[src/rtl/jpeg_cone_eval_sched.sv]
// Round-robin scheduler sharing one combinational timing cone among NUM_REQ requesters.
// Define CONE_EVAL_COUNT_EN to build the saturating completed-evaluation counter on eval_cnt.
module jpeg_cone_eval_sched #(
  parameter int NUM_REQ  = 4,
  parameter int IN_W     = 6,
  parameter int SETTLE_W = 3,
  parameter int ID_W     = $clog2(NUM_REQ)
) (
  input  logic                    clk,
  input  logic                    rst_n,
  input  logic [NUM_REQ-1:0]      req_valid,
  output logic [NUM_REQ-1:0]      req_ready,
  input  logic [NUM_REQ*IN_W-1:0] req_vec,
  input  logic [SETTLE_W-1:0]     settle_cycles,
  output logic [IN_W-1:0]         cone_in,
  input  logic                    cone_out,
  output logic                    rsp_valid,
  input  logic                    rsp_ready,
  output logic [ID_W-1:0]         rsp_id,
  output logic                    rsp_bit,
  output logic [15:0]             eval_cnt
);

  typedef enum logic [1:0] {
    IDLE,
    SETTLE,
    RESP
  } state_e;

  state_e              state_q, state_d;
  logic [ID_W-1:0]     rrPtr_q, rrPtr_d;
  logic [ID_W-1:0]     rspId_q, rspId_d;
  logic [IN_W-1:0]     coneIn_q, coneIn_d;
  logic                rspValid_q, rspValid_d;
  logic                rspBit_q, rspBit_d;
  logic [SETTLE_W-1:0] cnt_q, cnt_d;

  logic [2*NUM_REQ-1:0] rotValid;
  logic                 winFound;
  logic [ID_W-1:0]      winIdx;
  logic [IN_W-1:0]      winVec;
  logic [ID_W-1:0]      rspIdNext;
  logic [SETTLE_W-1:0]  settleLoad;

  // Adds an offset to a requester index, wrapping at NUM_REQ (need not be a power of two).
  function automatic logic [ID_W-1:0] wrapIdx(input logic [ID_W-1:0] base,
                                               input int unsigned     offs);
    logic [ID_W:0] sum;
    sum = {1'b0, base} + (ID_W+1)'(offs);
    if (sum >= (ID_W+1)'(NUM_REQ)) begin
      sum = sum - (ID_W+1)'(NUM_REQ);
    end
    return sum[ID_W-1:0];
  endfunction

  // Rotate so bit 0 is rr pointer; scan high-to-low so the lowest rotated slot wins last.
  always_comb begin
    rotValid = {req_valid, req_valid} >> rrPtr_q;
    winFound = 1'b0;
    winIdx   = '0;
    for (int k = NUM_REQ - 1; k >= 0; k--) begin
      if (rotValid[k]) begin
        winFound = 1'b1;
        winIdx   = wrapIdx(rrPtr_q, k);
      end
    end
  end

  always_comb begin
    winVec    = '0;
    req_ready = '0;
    for (int i = 0; i < NUM_REQ; i++) begin
      if (winIdx == ID_W'(i)) begin
        winVec       = req_vec[i*IN_W +: IN_W];
        req_ready[i] = (state_q == IDLE) && winFound;
      end
    end
  end

  assign settleLoad = (settle_cycles == '0) ? SETTLE_W'(1) : settle_cycles;
  assign rspIdNext  = wrapIdx(rspId_q, 1);

  always_comb begin
    state_d    = state_q;
    rrPtr_d    = rrPtr_q;
    rspId_d    = rspId_q;
    coneIn_d   = coneIn_q;
    rspValid_d = rspValid_q;
    rspBit_d   = rspBit_q;
    cnt_d      = cnt_q;
    unique case (state_q)
      IDLE: begin
        if (winFound) begin
          coneIn_d = winVec;
          rspId_d  = winIdx;
          cnt_d    = settleLoad;
          state_d  = SETTLE;
        end
      end
      SETTLE: begin
        cnt_d = cnt_q - SETTLE_W'(1);
        if (cnt_q == SETTLE_W'(1)) begin
          rspBit_d   = cone_out;
          rspValid_d = 1'b1;
          state_d    = RESP;
        end
      end
      RESP: begin
        if (rsp_ready) begin
          rspValid_d = 1'b0;
          rrPtr_d    = rspIdNext;
          state_d    = IDLE;
        end
      end
      default: state_d = IDLE;
    endcase
  end

  always_ff @(posedge clk) begin
    if (!rst_n) begin
      state_q    <= IDLE;
      rrPtr_q    <= '0;
      rspId_q    <= '0;
      coneIn_q   <= '0;
      rspValid_q <= 1'b0;
      rspBit_q   <= 1'b0;
      cnt_q      <= '0;
    end else begin
      state_q    <= state_d;
      rrPtr_q    <= rrPtr_d;
      rspId_q    <= rspId_d;
      coneIn_q   <= coneIn_d;
      rspValid_q <= rspValid_d;
      rspBit_q   <= rspBit_d;
      cnt_q      <= cnt_d;
    end
  end

  assign cone_in   = coneIn_q;
  assign rsp_valid = rspValid_q;
  assign rsp_id    = rspId_q;
  assign rsp_bit   = rspBit_q;

`ifdef CONE_EVAL_COUNT_EN
  logic [15:0] evalCnt_q, evalCnt_d;

  // Counts retired responses, sticking at all-ones.
  always_comb begin
    evalCnt_d = evalCnt_q;
    if ((state_q == RESP) && rsp_ready && (evalCnt_q != 16'hFFFF)) begin
      evalCnt_d = evalCnt_q + 16'd1;
    end
  end

  always_ff @(posedge clk) begin
    if (!rst_n) begin
      evalCnt_q <= '0;
    end else begin
      evalCnt_q <= evalCnt_d;
    end
  end

  assign eval_cnt = evalCnt_q;
`else
  assign eval_cnt = 16'h0000;
`endif

endmodule
[config.mk]
export PLATFORM = sky130hd
export DESIGN_NAME = jpeg_cone_eval_sched
export DESIGN_NICKNAME = d
export VERILOG_FILES = /design/src/rtl/jpeg_cone_eval_sched.sv
export SDC_FILE = /design/constraint.sdc
export NUM_CORES = 1
export LEC_CHECK = 0
export BUFFER_PORTS_ARGS = -buffer_cell sky130_fd_sc_hd__buf_2
export CAP_MARGIN = 40
export CORE_AREA = 2 2 58 60
export DETAILED_ROUTE_END_ITERATION = 7
export DIE_AREA = 0 0 60 62
export PLACE_DENSITY = 0.78
export SLEW_MARGIN = 20
export SYNTH_ARGS = -nofsm -noshare
export SYNTH_HDL_FRONTEND = slang
export SYNTH_SLANG_ARGS = --single-unit
[constraint.sdc]
create_clock -name clk -period 1.5 [get_ports clk]
set_clock_uncertainty 0.05 [all_clocks]
set_input_delay 0.075 -clock clk [delete_from_list [all_inputs] [get_ports clk]]
set_output_delay 0.075 -clock clk [all_outputs]
set_load 0.05 [all_outputs]
[After elaboration in Yosys (flattened, before gate mapping)]
Index checks and enable logic that the tools add are counted.
Word-level totals
  flip-flop bits (word level): 17
  input port bits: 35
  output and inout port bits: 30
  logic and storage cells: 75
Cells by class
  add/subtract/negate cells: 10
  order comparisons: 5
  equal/unequal tests: 9
  shifts and indexed selects: 1
  multiplexer cells: 31
  reduce and logical (&&, ||, !) cells: 12
Operators by type and width (number)
  2-bit 2-to-1 mux: 12
  6-bit 2-to-1 mux: 4
  3-bit greater-or-equal comparator, second input constant: 4
  1-bit 2-to-1 mux: 10
  2-bit by 1-bit subtractor with 2-bit output, second input constant: 5
  2-bit AND reduction: 4
  8-bit by 2-bit >> shifter with 4-bit output: 1
  2-bit by 1-bit adder with 3-bit output, second input constant: 2
  2-bit by 2-bit adder with 3-bit output, second input constant: 2
  2-bit equality test, second input constant: 3
  3-bit 2-to-1 mux: 2
  2-bit != test, second input constant: 3
  2-bit case mux with 3 select lines: 1
  3-bit case mux with 2 select lines: 1
  3-bit AND reduction: 2
  2-bit by 1-bit equality test with 1-bit output, second input constant: 2
  2-bit logical NOT: 2
  2-bit nonzero test: 2
  3-bit by 1-bit equality test with 1-bit output, second input constant: 1
  2-bit by 3-bit greater-or-equal comparator with 1-bit output, second input constant: 1
  3-bit logical NOT: 1
  3-bit by 1-bit subtractor with 3-bit output, second input constant: 1
  1-bit case mux with 2 select lines: 1
  1-bit logical AND: 1

[Logic depth before layout (Yosys ltp)]
Gate-level depths: netlist of run 1.
  depth in word-level cells: 12
  mapped depth: 7

[Least setup slack after synthesis of run 1]
OpenSTA, ideal clock, no wires.
  path kind: register to output
  start point: reg rrPtr_q[0]
  end point: out req_ready[1]
  arrival: 1.860 ns
  required time: 1.375 ns
  setup slack: -0.485 ns
  stages on the path, launching flop included: 7
  path through: dfxtp_1 -> nor2b_4 -> a21o_1 -> a211o_1 -> buf_6 -> or2_4 -> nor2_1
Between the ends
  word-level cells in the longest chain between the ends: 9
  elaborated cells between the ends (all ways): 27
Ends and longest elaborated chain
  start, declared: RTL line 31  | logic [ID_W-1:0] rrPtr_q, rrPtr_d;
  start signal, assigned: RTL line 130  | rrPtr_q <= rrPtr_d;
  2-bit by 2-bit adder with 3-bit output: RTL line 49  | sum = {1'b0, base} + (ID_W+1)'(offs);
  3-bit greater-or-equal comparator / 2-bit by 1-bit subtractor with 2-bit output (equally long branches): RTL line 50, 51
  2-bit 2-to-1 mux: RTL line 50  | if (sum >= (ID_W+1)'(NUM_REQ)) begin
  2-bit 2-to-1 mux (4 in series): RTL line 62  | if (rotValid[k]) begin
  2-bit by 1-bit equality test with 1-bit output: RTL line 73  | if (winIdx == ID_W'(i)) begin
  1-bit 2-to-1 mux (*): RTL line 73
  end, declared: RTL line 12  | output logic [NUM_REQ-1:0] req_ready,
Mark *: on every way between the ends. The rest lies on a longest branch, timed or not.

[Worst setup path after layout of run 1]
  start point: reg rrPtr_q[0]
  end point: out req_ready[3]
Between the ends
  word-level cells in the longest chain between the ends: 9
  elaborated cells between the ends (all ways): 27
Ends and longest elaborated chain (RTL line)
  2-bit by 2-bit adder with 3-bit output: 49
  3-bit greater-or-equal comparator / 2-bit by 1-bit subtractor with 2-bit output (equally long branches): 50, 51
  2-bit 2-to-1 mux: 50
  2-bit 2-to-1 mux (4 in series): 62
  2-bit equality test: 73
  1-bit 2-to-1 mux (*): 73
Marked as above.

==> impl_metrics.tcl, run 1 <==
set metrics [dict create \
    status "finished with violations" \
    violations "negative setup slack" \
    grt_pass1_vias 1037 \
    gr-usage-all-layers_pct 15.42 \
    design.core.area_um2 3179 \
    synth_cell_types 37 \
    ctsRootBufferMaster "clkbuf_4" \
    die_x_um 60 \
    gp_congestion 0.8468 \
    yosysWarningCount 0 \
    num_io_pins 65 \
    dieArea_um2 3720 \
    layout_setup_ws_ps -311.9 \
    period_needed_ps 1812 \
    multi_input_area_um2 723.2 \
    htreeDepth 1 \
    cp.required_ps 1370 \
    drc 0 \
    rr_startpoint "rrPtr_q[0]$_SDFFE_PN0P_" \
    synth.ff_latch_count 17 \
    period_share_pct 120.8 \
    fin_nets 230 \
    yosysSeqAreaShare_pct 29.47 \
    antenna_left 0 \
    slew_viol_final 0 \
    design_area_um2 1567 \
    numCtsBuffers 3 \
    rows 21 \
    cap_violations 0 \
    overflow 0 \
    end_kind "output port" \
    cp_max_fo 3 \
    path_delay_family "compound AO/OA/AOI/OAI gates" \
    crit_slowest_cell "dfxtp_4" \
    synth-main-ff-cell "dfxtp_1" \
    arrival_ps 1690 \
    regArea_um2 344.1 \
    wl_per_cell_um 11.36 \
    max_stage_delay_ps 380 \
    vias 1119 \
    drt_iter0_drc 17 \
    yosysTopAreaCell "dfxtp_1" \
    holdCritPathClass "input pin to flip-flop" \
    routed_wl_um 2704 \
    worstHoldPathCells 3 \
    reg2reg_to "cone_in[5]$_SDFFE_PN0N_" \
    ff2ff_path_depth 7 \
    synth_top_area_share_pct 29.47 \
    whs_ps 22.00 \
    dp_hpwl_um 1985 \
    netlist_area_um2 1155 \
    antennaDiodeCount 0 \
    n_fill_cell 330 \
    cp-start-kind "flip-flop" \
    r2r_slack_ps -90 \
    antenna_found_initial 0 \
    setup_viol 9 \
    worstHoldEndpoint "cone_in[4]$_SDFFE_PN0N_" \
    grt_pass1_wl_um 4298 \
    vdd_drop_max_uv 538.6 \
    clock_path_buffers 2 \
    worst-path-buf-inv 1 \
    synth_commonest_cells "buf_4, dfxtp_1, mux2i_1, nand3_1, nor2_1" \
    power.total_mw 1.391 \
    clock_sinks 17 \
    cp_cell_sequence "nor2b_4 -> a21o_1 -> a211o_1 -> or2_4 -> nor2_4 -> buf_8" \
    power.density_nw_per_um2 888.1 \
    synth-async-reset-ratio_pct 0 \
    placed_area_um2 1448 \
    fin_util_pct 49.27 \
    grt_max_degree 20 \
    syn_to_final_growth_pct 35.64 \
    synth_top_cells_by_area "dfxtp_1, mux2i_1, buf_4" \
    rsz0062_at_grt "yes" \
    power_leakage_nw 0.7773 \
    initial_core_util_pct 36.32 \
    die_y_um 62 \
    clock_latency_ps 290 \
    syn_inst 134 \
    crit_type "flip-flop to output port" \
    avgSynthCellArea_um2 8.618 \
    final_layout_size_suffix_gt1_share_pct 42.19 \
    hold_violations 0 \
    drtPass1Iterations 4 \
    min_from "req_vec[22]" \
    dp_slack_ps -76.58 \
    synth_edf_count 0 \
    clk_pin_slew_ps 110 \
    io_buffers 48 \
    via_per_inst 4.702 \
    max_freq_mhz 551.9 \
    cts_tree "done" \
]
==> where the power goes <==
group	switching (mW)	internal (mW)	leakage, nW
Sequential	0.0272	0.496	0.141
Combinational	0.397	0.219	0.619
Clock	0.152	0.0993	0.0177
==> per-stage QoR <==
| step | std cells | TNS, ps |
|---|---|---|
| after floorplan | 149 | -607.5 |
| final | 238 | -1504 |
| after CTS | 238 | -1310 |
| after global routing | 238 | -2239 |
| after global placement | 232 | -151.2 |
| after detailed placement | 232 | -308.6 |
==> worst reg2reg max path, delay by kind of cell, from the launching register on <==
kind | cells | cell delay (ps)
AO/OA/AOI/OAI | 3 | 590
buffers and inverters | 2 | 270
flip-flops | 1 | 380
multiplexers | 1 | 150
AND/OR/NAND/NOR | 1 | 40
==> registers in the layout, indices dropped and copies added, names as in the netlist <==
| name | flops |
|---|---|
| rsp_id | 2 |
| rsp_bit | 1 |
| cnt_q | 3 |
| rsp_valid | 1 |
| cone_in | 6 |
| rrPtr_q | 2 |
| state_q | 2 |
==> placed cells by master (no fill, tap or decap), drive strengths merged, types with 4 or more instances in the layout <==
master	n
dfxtp	17
inv	5
o221ai	6
nor2	9
nand3	9
mux2i	13
a21oi	6
buf	61
o21ai	6
conb	16
nor2b	5
nand2	6
nand2b	4
==> worst max-delay path by stage <==
stage,start,endpoint,slack (ps),depth (start not counted)
final,rrPtr_q[0]$_SDFFE_PN0P_,req_ready[3],-310,6
after detailed placement,rrPtr_q[0]$_SDFFE_PN0P_,req_ready[1],-80,6
after floorplan,rrPtr_q[0]$_SDFFE_PN0P_,req_ready[1],-100,6
after CTS,rrPtr_q[0]$_SDFFE_PN0P_,req_ready[3],-290,6
after global routing,rrPtr_q[0]$_SDFFE_PN0P_,req_ready[3],-380,6
after global placement,rrPtr_q[0]$_SDFFE_PN0P_,req_ready[1],-60,6
==> timing repair <==
| action | in CTS | in global routing |
|---|---|---|
| resized for setup | 14 | 6 |
| endpoints found under the hold margin | 1 | 0 |
| cloned | 0 | 0 |
| hold buffers | 1 | 0 |
| pin swaps | 7 | 0 |
| setup buffers | 1 | 0 |
| setup endpoints to repair | 10 | 10 |
==> cells by family (layout without fill, tap and decap cells) <==
group	count (synthesis)	after routing	synth area share, %
adders and majority gates	2	2	2.167
xor gates and xnor gates	1	1	0.7585
buffers and inverters	28	71	16.68
other	1	16	0.3247
and+or+nand+nor	44	44	21.78
DFF	17	17	29.47
AOI/OAI and AO/OA	28	28	17.55
muxes	13	13	11.27
==> per-layer routing <==
layer	vias to the layer above	track usage [%]	wire, µm
met5	-	0	0
met4	0	8.571	38
met3	4	3.106	206
met2	43	25.62	1356
met1	513	18.72	1103
li1	559	-	-
==> area by class of cell <==
type / count / share of cell area [%]
Multi-Input combinational cell: 104 / 46.17
Sequential cell: 17 / 21.96
Tap cell: 46 / 3.674
Clock inverter: 1 / 0.3195
Clock buffer: 3 / 1.438
Inverter: 5 / 1.198
Timing Repair Buffer: 62 / 25.24
Note: power is estimated with default switching activity, not from simulation.
==> run 2, diff against run 1 <==
Settings changed: CELL_PAD_IN_SITES_DETAIL_PLACEMENT from default to 2, CELL_PAD_IN_SITES_GLOBAL_PLACEMENT from default to 2, CORE_AREA 2 2 58 60 to 2 2 78 80, DIE_AREA 0 0 60 62 to 0 0 80 82, PLACE_DENSITY 0.78 to 0.79.
==> run 2 against run 1 <==
The run still ends with negative setup slack left. Register-to-register slack got worse by 60 ps. Sequential share of layout area fell by 1.1 points. Sequential cell count unchanged. Critical path depth did not move. Combinational power rose by 7.5%. Design area increased by 5.7%. Via count grew 4.6%. Global-route usage is 3.2 points lower. Sequential power rose by 1%. Cell count is 12% higher. Worst hold slack improved by 21 ps. Clock power increased by 45%. Critical endpoint is now req_ready[1]. Highest routed layer unchanged.
==> impl_metrics.tcl, run 2 (synthesis gave the netlist of run 1 again) <==
set metrics [dict create \
    layout_commonest_cell "buf_2" \
    p_sw_share_pct 40.87 \
    io_buffers 48 \
    ctsRootBufferMaster "clkbuf_8" \
    gr-usage-met2_pct 22.83 \
    gr-usage-all-layers_pct 12.26 \
    power_leakage_nw 0.7823 \
    period_needed_ps 1786 \
    switching_power_uw 634.9 \
    cp-start-kind "flip-flop" \
    max_freq_mhz 560.0 \
    min_from "cone_out" \
    hold_violations 0 \
    arrival_ps 1660 \
    clkPwrFrac_pct 23.4 \
    status "finished with violations" \
    crit_type "flip-flop to output port" \
    via_per_inst 4.382 \
    num_io_pins 65 \
    rr_startpoint "rrPtr_q[0]$_SDFFE_PN0P_" \
    clock_sinks 17 \
    antenna_left 0 \
    grt-busiest-layer "met2" \
    period_share_pct 119.0 \
    antennaDiodeCount 0 \
    slew_viol_final 0 \
    layout_setup_ws_ps -285.6 \
    use_met1_pct 14.03 \
    final_layout_size_suffix_gt1_share_pct 44.79 \
    tns_ps -1739 \
    largest_reg_flops 6 \
    antenna_found_initial 0 \
    vias 1170 \
    overflow 0 \
    cp_max_fo 3 \
    power.share.sequential_pct 34.0 \
    initial_core_util_pct 20.10 \
    rows 28 \
    power.density_nw_per_um2 938.5 \
    clock_path_buffers 2 \
    htreeDepth 1 \
    fin_nets 230 \
    rsz0062_at_grt "yes" \
    gp_congestion 0.7744 \
    numCtsBuffers 3 \
    design.core.area_um2 5746 \
    dieArea_um2 6560 \
    violations "negative setup slack" \
    share_comb_of_total_power_pct 42.6 \
    grt_pass1_wl_um 6230 \
    vdd_drop_max_uv 293.2 \
    cap_violations 0 \
    cp.required_ps 1370 \
    setup_viol 10 \
    crit_start "rrPtr_q[0]$_SDFFE_PN0P_" \
    holdCritPathClass "input pin to flip-flop" \
    n_fill_cell 701 \
    grt_max_degree 20 \
    dp_hpwl_um 3034 \
    die_x_um 80 \
    drt_iter0_drc 30 \
    die_y_um 82 \
    final_cell_mix "buf_2, conb_1, dfxtp_1, buf_4, mux2i_1" \
    routed_wl_um 4020 \
    clk_pin_slew_ps 80 \
    hold_buffers 0 \
    grtUsageMet3_pct 2.637 \
    cts_tree "done" \
    drtPass1Iterations 4 \
    drc 0 \
    clock_latency_ps 260 \
    syn_to_final_growth_pct 43.34 \
    wl_per_cell_um 15.06 \
    p_int_uw 918.6 \
    dp_slack_ps -153.6 \
    end_kind "output port" \
    grt_pass1_vias 1275 \
]
## run 2: power groups by stage
stage	clock (mW)	combinational, mW	sequential (mW)
finish	0.364	0.662	0.528
global route	0.402	0.706	0.535
CTS	0.376	0.640	0.528
detailed placement	0	0.603	0.538
global placement	0	0.589	0.535
floorplan	0	0.379	0.628
## run 2: final timing paths
kind	endpoint	slack (ps)	cells after the start
worst max-delay path	req_ready[1]	-290	6
worst min-delay path	rsp_bit$_SDFFE_PN0P_	40	3
worst max register to register	cone_in[0]$_SDFFE_PN0N_	-150	7
worst min register to register	cone_in[0]$_SDFFE_PN0N_	450	2
## run 2: final cells by class
type	instances	area [µm²]	share of cell area, %
multi-input combinational	104	744.5	44.97
timing repair buffer	62	406.6	24.57
sequential	17	345.3	20.86
tap	75	93.84	5.669
clock buffer	3	41.29	2.494
inverter	5	18.77	1.134
clock inverter	1	5.005	0.3023
## run 2: timing repair
action                     CTS  global route
buffers inserted             2             1
pin swaps                    4             5
resized for setup           16            14
setup endpoints to repair   10            12
## run 2: critical path, cell delays in order (launching register included)
cell and delay [ps]:
dfxtp_4 370, nor2b_4 40, a21o_1 150, a211o_1 310, or2_4 280, nor2_4 80
buf_6 160
## run 2: stage by stage
step	power [mW]	hold slack [ps]	area [µm²]	utilization, %	std cells
floorplan	1.007	194.5	1234	-	149
CTS	1.544	52.32	1604	27.92	267
global placement	1.124	284.8	1484	25.83	261
finish	1.554	42.64	1655	28.81	267
global route	1.643	62.26	1655	28.81	267
detailed placement	1.141	322.0	1484	25.83	261
## run 2: metal layers
metal | part of all wire (%) | up-vias
met5 | 0 | -
met4 | 0.90 | 0
met3 | 5.7 | 2
met2 | 52 | 39
met1 | 42 | 574
li1 | - | 555
